==> src/rtl/traffic_light_monitor.sv <==
// traffic_light_monitor: safety monitor between traffic_control and the lamp drivers.
// Checks the four lamp vectors for illegal codes, conflicting greens, illegal
// transitions, short yellow and stalled phases. Legal samples are forwarded one
// cycle later; any fault latches a cause code and flashes all lamps RED/OFF
// until fault_clr is seen together with all inputs RED.
// Optional: define MON_GREEN_COUNT_EN to count accepted GREEN->YELLOW transitions.
// Ports:
//   clk, rst_a                     clock, synchronous active-high reset
//   {n,s,e,w}_lights_in [2:0]      lamp states from traffic_control
//   fault_clr                      leave FAULT (only when all inputs RED)
//   {n,s,e,w}_lights_out [2:0]     registered lamp drive
//   fault, fault_code [2:0]        fault flag and latched cause (0 = none)
//   green_count [15:0]             completed green phases (0 when feature off)
module traffic_light_monitor #(
  parameter int unsigned MIN_YELLOW = 3,
  parameter int unsigned MAX_PHASE  = 200,
  parameter int unsigned FLASH_HALF = 4,
  parameter int unsigned CNT_W      = 8
) (
  input  logic        clk,
  input  logic        rst_a,
  input  logic [2:0]  n_lights_in,
  input  logic [2:0]  s_lights_in,
  input  logic [2:0]  e_lights_in,
  input  logic [2:0]  w_lights_in,
  input  logic        fault_clr,
  output logic [2:0]  n_lights_out,
  output logic [2:0]  s_lights_out,
  output logic [2:0]  e_lights_out,
  output logic [2:0]  w_lights_out,
  output logic        fault,
  output logic [2:0]  fault_code,
  output logic [15:0] green_count
);

  localparam logic [2:0] RED = 3'b100;
  localparam logic [2:0] YEL = 3'b010;
  localparam logic [2:0] GRN = 3'b001;
  localparam logic [2:0] OFF = 3'b000;
  localparam logic [11:0] ALL_RED = {RED, RED, RED, RED};
  localparam logic [11:0] ALL_OFF = {OFF, OFF, OFF, OFF};

  typedef enum logic [1:0] {S_INIT, S_RUN, S_FAULT} state_t;

  state_t state, state_next;

  // Index 3 = north, 2 = south, 1 = east, 0 = west
  logic [3:0][2:0]       cur, prev_q, prev_d;
  logic [3:0][2:0]       out_q, out_d;
  logic [3:0][CNT_W-1:0] dwell_q, dwell_d, dwell_inc;
  logic [CNT_W-1:0]      stall_q, stall_d, stall_inc;
  logic [CNT_W-1:0]      flash_cnt_q, flash_cnt_d;
  logic                  flash_off_q, flash_off_d;
  logic                  fault_q, fault_d;
  logic [2:0]            code_q, code_d;
  logic [2:0]            cause;
  logic                  clr_ok;

  assign cur = {n_lights_in, s_lights_in, e_lights_in, w_lights_in};
  assign clr_ok = fault_clr && (cur == ALL_RED);

  // Fault cause evaluation against the previous sample; lowest code wins
  always_comb begin
    logic       illegal, seq_bad, short_y, stall;
    logic [2:0] nr_cnt;
    illegal = 1'b0;
    seq_bad = 1'b0;
    short_y = 1'b0;
    nr_cnt  = 3'd0;
    for (int d = 0; d < 4; d++) begin
      if (!(cur[d] == RED || cur[d] == YEL || cur[d] == GRN)) illegal = 1'b1;
      if (cur[d] != RED) nr_cnt = nr_cnt + 3'd1;
      if (cur[d] != prev_q[d] &&
          !((prev_q[d] == RED && cur[d] == GRN) ||
            (prev_q[d] == GRN && cur[d] == YEL) ||
            (prev_q[d] == YEL && cur[d] == RED))) seq_bad = 1'b1;
      if (prev_q[d] == YEL && cur[d] == RED && dwell_q[d] < CNT_W'(MIN_YELLOW)) short_y = 1'b1;
      dwell_inc[d] = (cur[d] != YEL) ? '0 :
                     (dwell_q[d] >= CNT_W'(MIN_YELLOW)) ? dwell_q[d] : dwell_q[d] + CNT_W'(1);
    end
    stall_inc = (cur != prev_q) ? '0 :
                (stall_q >= CNT_W'(MAX_PHASE)) ? stall_q : stall_q + CNT_W'(1);
    stall = (stall_inc >= CNT_W'(MAX_PHASE));
    if      (illegal)          cause = 3'd1;
    else if (nr_cnt >= 3'd2)   cause = 3'd2;
    else if (seq_bad)          cause = 3'd3;
    else if (short_y)          cause = 3'd4;
    else if (stall)            cause = 3'd5;
    else                       cause = 3'd0;
  end

  // State register
  always_ff @(posedge clk) begin
    if (rst_a) state <= S_INIT;
    else       state <= state_next;
  end

  // Next-state logic
  always_comb begin
    state_next = state;
    case (state)
      S_INIT:  state_next = S_RUN;
      S_RUN:   if (cause != 3'd0) state_next = S_FAULT;
      S_FAULT: if (clr_ok) state_next = S_INIT;
      default: state_next = S_INIT;
    endcase
  end

  // Next values of the registered outputs and monitor datapath
  always_comb begin
    out_d       = out_q;
    prev_d      = prev_q;
    dwell_d     = dwell_q;
    stall_d     = stall_q;
    flash_cnt_d = flash_cnt_q;
    flash_off_d = flash_off_q;
    fault_d     = fault_q;
    code_d      = code_q;
    case (state)
      S_INIT: begin
        prev_d  = cur;
        dwell_d = dwell_inc;
        stall_d = '0;
        out_d   = ALL_RED;
      end
      S_RUN: begin
        prev_d = cur;
        if (cause != 3'd0) begin
          // Offending sample is dropped; flash starts in its RED half
          fault_d     = 1'b1;
          code_d      = cause;
          out_d       = ALL_RED;
          flash_cnt_d = '0;
          flash_off_d = 1'b0;
          dwell_d     = '0;
          stall_d     = '0;
        end else begin
          out_d   = cur;
          dwell_d = dwell_inc;
          stall_d = stall_inc;
        end
      end
      S_FAULT: begin
        if (clr_ok) begin
          fault_d = 1'b0;
          code_d  = 3'd0;
          out_d   = ALL_RED;
        end else begin
          if (flash_cnt_q >= CNT_W'(FLASH_HALF - 1)) begin
            flash_cnt_d = '0;
            flash_off_d = ~flash_off_q;
          end else begin
            flash_cnt_d = flash_cnt_q + CNT_W'(1);
          end
          out_d = flash_off_d ? ALL_OFF : ALL_RED;
        end
      end
      default: out_d = ALL_RED;
    endcase
  end

  // Datapath registers
  always_ff @(posedge clk) begin
    if (rst_a) begin
      out_q       <= ALL_RED;
      prev_q      <= '0;
      dwell_q     <= '0;
      stall_q     <= '0;
      flash_cnt_q <= '0;
      flash_off_q <= 1'b0;
      fault_q     <= 1'b0;
      code_q      <= 3'd0;
    end else begin
      out_q       <= out_d;
      prev_q      <= prev_d;
      dwell_q     <= dwell_d;
      stall_q     <= stall_d;
      flash_cnt_q <= flash_cnt_d;
      flash_off_q <= flash_off_d;
      fault_q     <= fault_d;
      code_q      <= code_d;
    end
  end

  assign n_lights_out = out_q[3];
  assign s_lights_out = out_q[2];
  assign e_lights_out = out_q[1];
  assign w_lights_out = out_q[0];
  assign fault        = fault_q;
  assign fault_code   = code_q;

`ifdef MON_GREEN_COUNT_EN
  logic        g2y;
  logic [15:0] gc_q;

  // At most one direction can go GREEN->YELLOW in an accepted cycle
  always_comb begin
    g2y = 1'b0;
    for (int d = 0; d < 4; d++)
      if (prev_q[d] == GRN && cur[d] == YEL) g2y = 1'b1;
  end

  always_ff @(posedge clk) begin
    if (rst_a)
      gc_q <= 16'h0000;
    else if (state == S_RUN && cause == 3'd0 && g2y && gc_q != 16'hFFFF)
      gc_q <= gc_q + 16'd1;
  end

  assign green_count = gc_q;
`else
  assign green_count = 16'h0000;
`endif

endmodule

==> config.mk <==
export PLATFORM = sky130hd
export DESIGN_NAME = traffic_light_monitor
export DESIGN_NICKNAME = d
export VERILOG_FILES = /design/src/rtl/traffic_light_monitor.sv
export SDC_FILE = /design/constraint.sdc
export NUM_CORES = 1
export LEC_CHECK = 0
export ABC_CLOCK_PERIOD_IN_PS = 7300
export CAP_MARGIN = 0
export CORE_AREA = 2 2 100 102
export DETAILED_ROUTE_END_ITERATION = 8
export DIE_AREA = 0 0 102 104
export PLACE_DENSITY = 0.68
export SLEW_MARGIN = 20
export SYNTH_ARGS = -nofsm -noshare
export SYNTH_HDL_FRONTEND = slang
export SYNTH_SLANG_ARGS = --single-unit
==> constraint.sdc <==
create_clock -name clk -period 7.3 [get_ports clk]
set_input_delay 2.19 -clock clk [delete_from_list [all_inputs] [get_ports clk]]
set_output_delay 2.19 -clock clk [all_outputs]
set_load 0.1 [all_outputs]
==> qor.txt <==
hold path depth: 2
reg-to-reg endpoint: w_lights_out[2]
routed wire length: 8690 microns
unrepaired setup endpoints after global routing: no
top-area cell type share of the netlist area: 38.0%
DIE AREA: 0.0106 sq mm
synth unique cells: 68
Max-Cap Viols: 0
reg2reg setup slack: 4.59 ns
first-iteration detailed-routing DRC count: 146
Fmax: 191 MHz
htree depth: 3
Crit path top cell by count: ha_1
Setup Viol. Count Final: 0
max_slew headroom: 34.3%
Post-Syn Area: 0.00417 sq mm
register area: 0.00158 sq mm
Filler Cell Count: 891
Hold Startpoint: dwell_q[7]
CTS tree: done
Max rail drop VDD: 0.000151 V
DR WL/cell: 13.7 microns
register area share after synthesis: 38.0%
Core Rows: 36
Final Non-Filler Cells: 632
GP Congestion: 0.822
kind of critical path: in2reg
DP Cell Count: 616
CORE AREA: 0.00955 sq mm
worst r2r path cells: 8
Synth area leader: dfxtp_1
Req. time, crit path: 7.50 ns
worst hold margin: 0.432 ns
Tightest Pin Transition: 0.982 ns
layout cells sized above 1: 8.42%
clk sinks: 79
Mean Syn Cell Area: 8.71 sq um
antenna cells: 0
initial antenna violation count: 0
Buffers on Ports: 30
pre-CTS setup slack: 1.69 ns
setup_tns: 0 ns
most common cell after layout, fill and taps aside: dfxtp_1
#FFs+latches synth: 79
first-pass GRT wire length: 14600 microns
Synth Flop Type: dfxtp_1
Post-Synthesis Cells: 478
Worst EP arrival: 5.44 ns
GR Overflow Total: 0
root buffer cell: clkbuf_8
number of buffers created by CTS: 9
PD cells: 328 mW/mm^2
slowest CP cell: clkdlybuf4s50_1
worst setup margin: 2.06 ns
Worst-path clk slew: 0.08 ns
largest net degree at the start of global routing: 41
area delta synth->final: 13.3%
num ports: 47
max-slew violations: 0
most frequent cells in the layout: dfxtp_1, nand2_1, and2_1, clkdlybuf4s50_1, nor2_1
Lkg Pwr: 1.77 nW
design area: 0.00472 sq mm
area of the multi-input gates: 0.00234 sq mm
routed via count: 3325
GRT Total Usage: 17.0%
crit-path cells: clkdlybuf4s50_1 -> nor3b_1 -> inv_1 -> ha_1 -> xnor2_1 -> ha_1 -> o31ai_4 -> nand4_4 -> a211oi_1 -> nand2_1
DR vias/cell: 5.26
Setup crit end kind: flip-flop
die width: 102 microns
Clock Skews: 0.0152 ns
postcts setup bufs: 0
Hold Buf Count CTS: 0
Hold Path Sink: dwell_q[7]
placed cell area: 0.00445 sq mm
status: completed
Starting Density: 43.6%
Final period util: 71.8%
clk_lat worst skew: 0.35 ns
Hold Fails Final Rpt: 0
largest stage delay on the critical path: 0.68 ns
synth top area cells: dfxtp_1, nand2_1, and2_1
Post-synth EDFFs: 0
DRT antenna net count: 0
post-CTS sizing: 0
Hold Crit Class: reg2reg
r2r startpoint: stall_q[0]
vias in the first global route: 3109
DRT Pass-1 Iters: 4
Tmin final: 5.24 ns
final net count: 522
DP Wirelength: 6200 microns
Max clock buf depth: 2
DRC viols: 0
yosys warns: 0
Worst Setup Start Kind: input pin
Critical Path Fanout Max: 11
async set or reset register ratio after synthesis: 0%
Die Height: 104 microns
==> sequential cells by signal (all words and copies together), names as in the netlist <==
name and flops:
stall_q 8, flash_cnt_q 8, dwell_q 32, e_lights_out 3, prev_q 12, w_lights_out 3
fault_code 3, n_lights_out 3, s_lights_out 3, fault 1, flash_off_q 1, state 2
==> cell type report <==
type / instances / share of cell area, %
multi-input combinational: 360 / 49.6
inverter: 12 / 0.954
clock buffer: 11 / 3.00
timing repair buffer: 32 / 6.68
sequential: 79 / 33.5
clock inverter: 5 / 2.73
tap: 133 / 3.53
==> how the worst max path moves through the flow <==
| stage | start | to | slack (ns) | depth (start not counted) |
|---|---|---|---|---|
| 3_3_place_gp | w_lights_in[2] | stall_q[3] | 1.80 | 10 |
| 2_1_floorplan | w_lights_in[2] | stall_q[5] | 2.65 | 11 |
| 3_5_place_dp | w_lights_in[2] | e_lights_out[2] | 1.69 | 10 |
| 6_report | w_lights_in[2] | w_lights_out[2] | 2.06 | 10 |
| 5_1_grt | w_lights_in[2] | stall_q[3] | 1.74 | 10 |
| 4_1_cts | w_lights_in[2] | e_lights_out[2] | 2.06 | 10 |
==> per-layer routing <==
metal | GRT usage, % | share of wire, % | vias up
met2 | 27.6 | 48 | 88
li1 | - | - | 1678
met1 | 22.0 | 45 | 1543
met4 | 5.90 | 1.9 | 0
met5 | 0 | 0 | -
met3 | 3.90 | 5.3 | 16
==> cells by family (layout without fill, tap and decap cells) <==
group                    after synthesis  in the layout  share of synthesized area (%)
multiplexers                           5              5                           1.20
buffers and inverters                 54             60                           7.18
AO/OA/AOI/OAI                         76             76                           13.0
XOR/XNOR                              21             21                           4.42
AND/OR/NAND/NOR                      229            229                           32.2
flip-flops                            79             79                           38.0
adder cells (fa/ha/maj)               13             13                           3.91
other                                  1             16                         0.0900
==> synthesized netlist by cell type (3+ instances only) <==
cell type and n:
and4_1 4, dfxtp_1 79, nand3_1 20, nor2b_1 3, nor3b_2 3, xor2_1 6, nor4_1 9, nand2b_1 6
o21ai_0 12, a21oi_1 27, clkbuf_1 10, or3_1 3, nand4_1 9, nand2_1 62, inv_1 12, nand3b_1 4
and3_1 3, nor4b_1 4, and2_1 36, buf_2 11, nor3_1 9, nor4bb_1 4, a31oi_1 8, nor2_1 28
mux2i_1 5, buf_4 18, ha_1 13, xnor2_1 15, and4bb_2 3, nor3b_1 6
==> through the flow <==
step / utilization (%) / total power, mW
detailed placement: 46.6 / 1.13
global placement: 46.6 / 1.11
floorplan: - / 1.01
global route: 49.4 / 1.63
CTS: 49.4 / 1.56
finish: 49.4 / 1.55
==> report_power, final <==
part	switching, mW	internal (mW)
logic	0.401	0.183
clock network	0.156	0.272
registers	0.0478	0.487
total	0.605	0.942
==> critical path: cells and delay by family <==
family	cells	cell delay (ns)
compound gates	2	0.94
xor+xnor	1	0.15
buf+inv	2	0.76
fa+ha+maj	2	0.68
simple gates	3	0.71
Power figures use the tool's default switching activity.
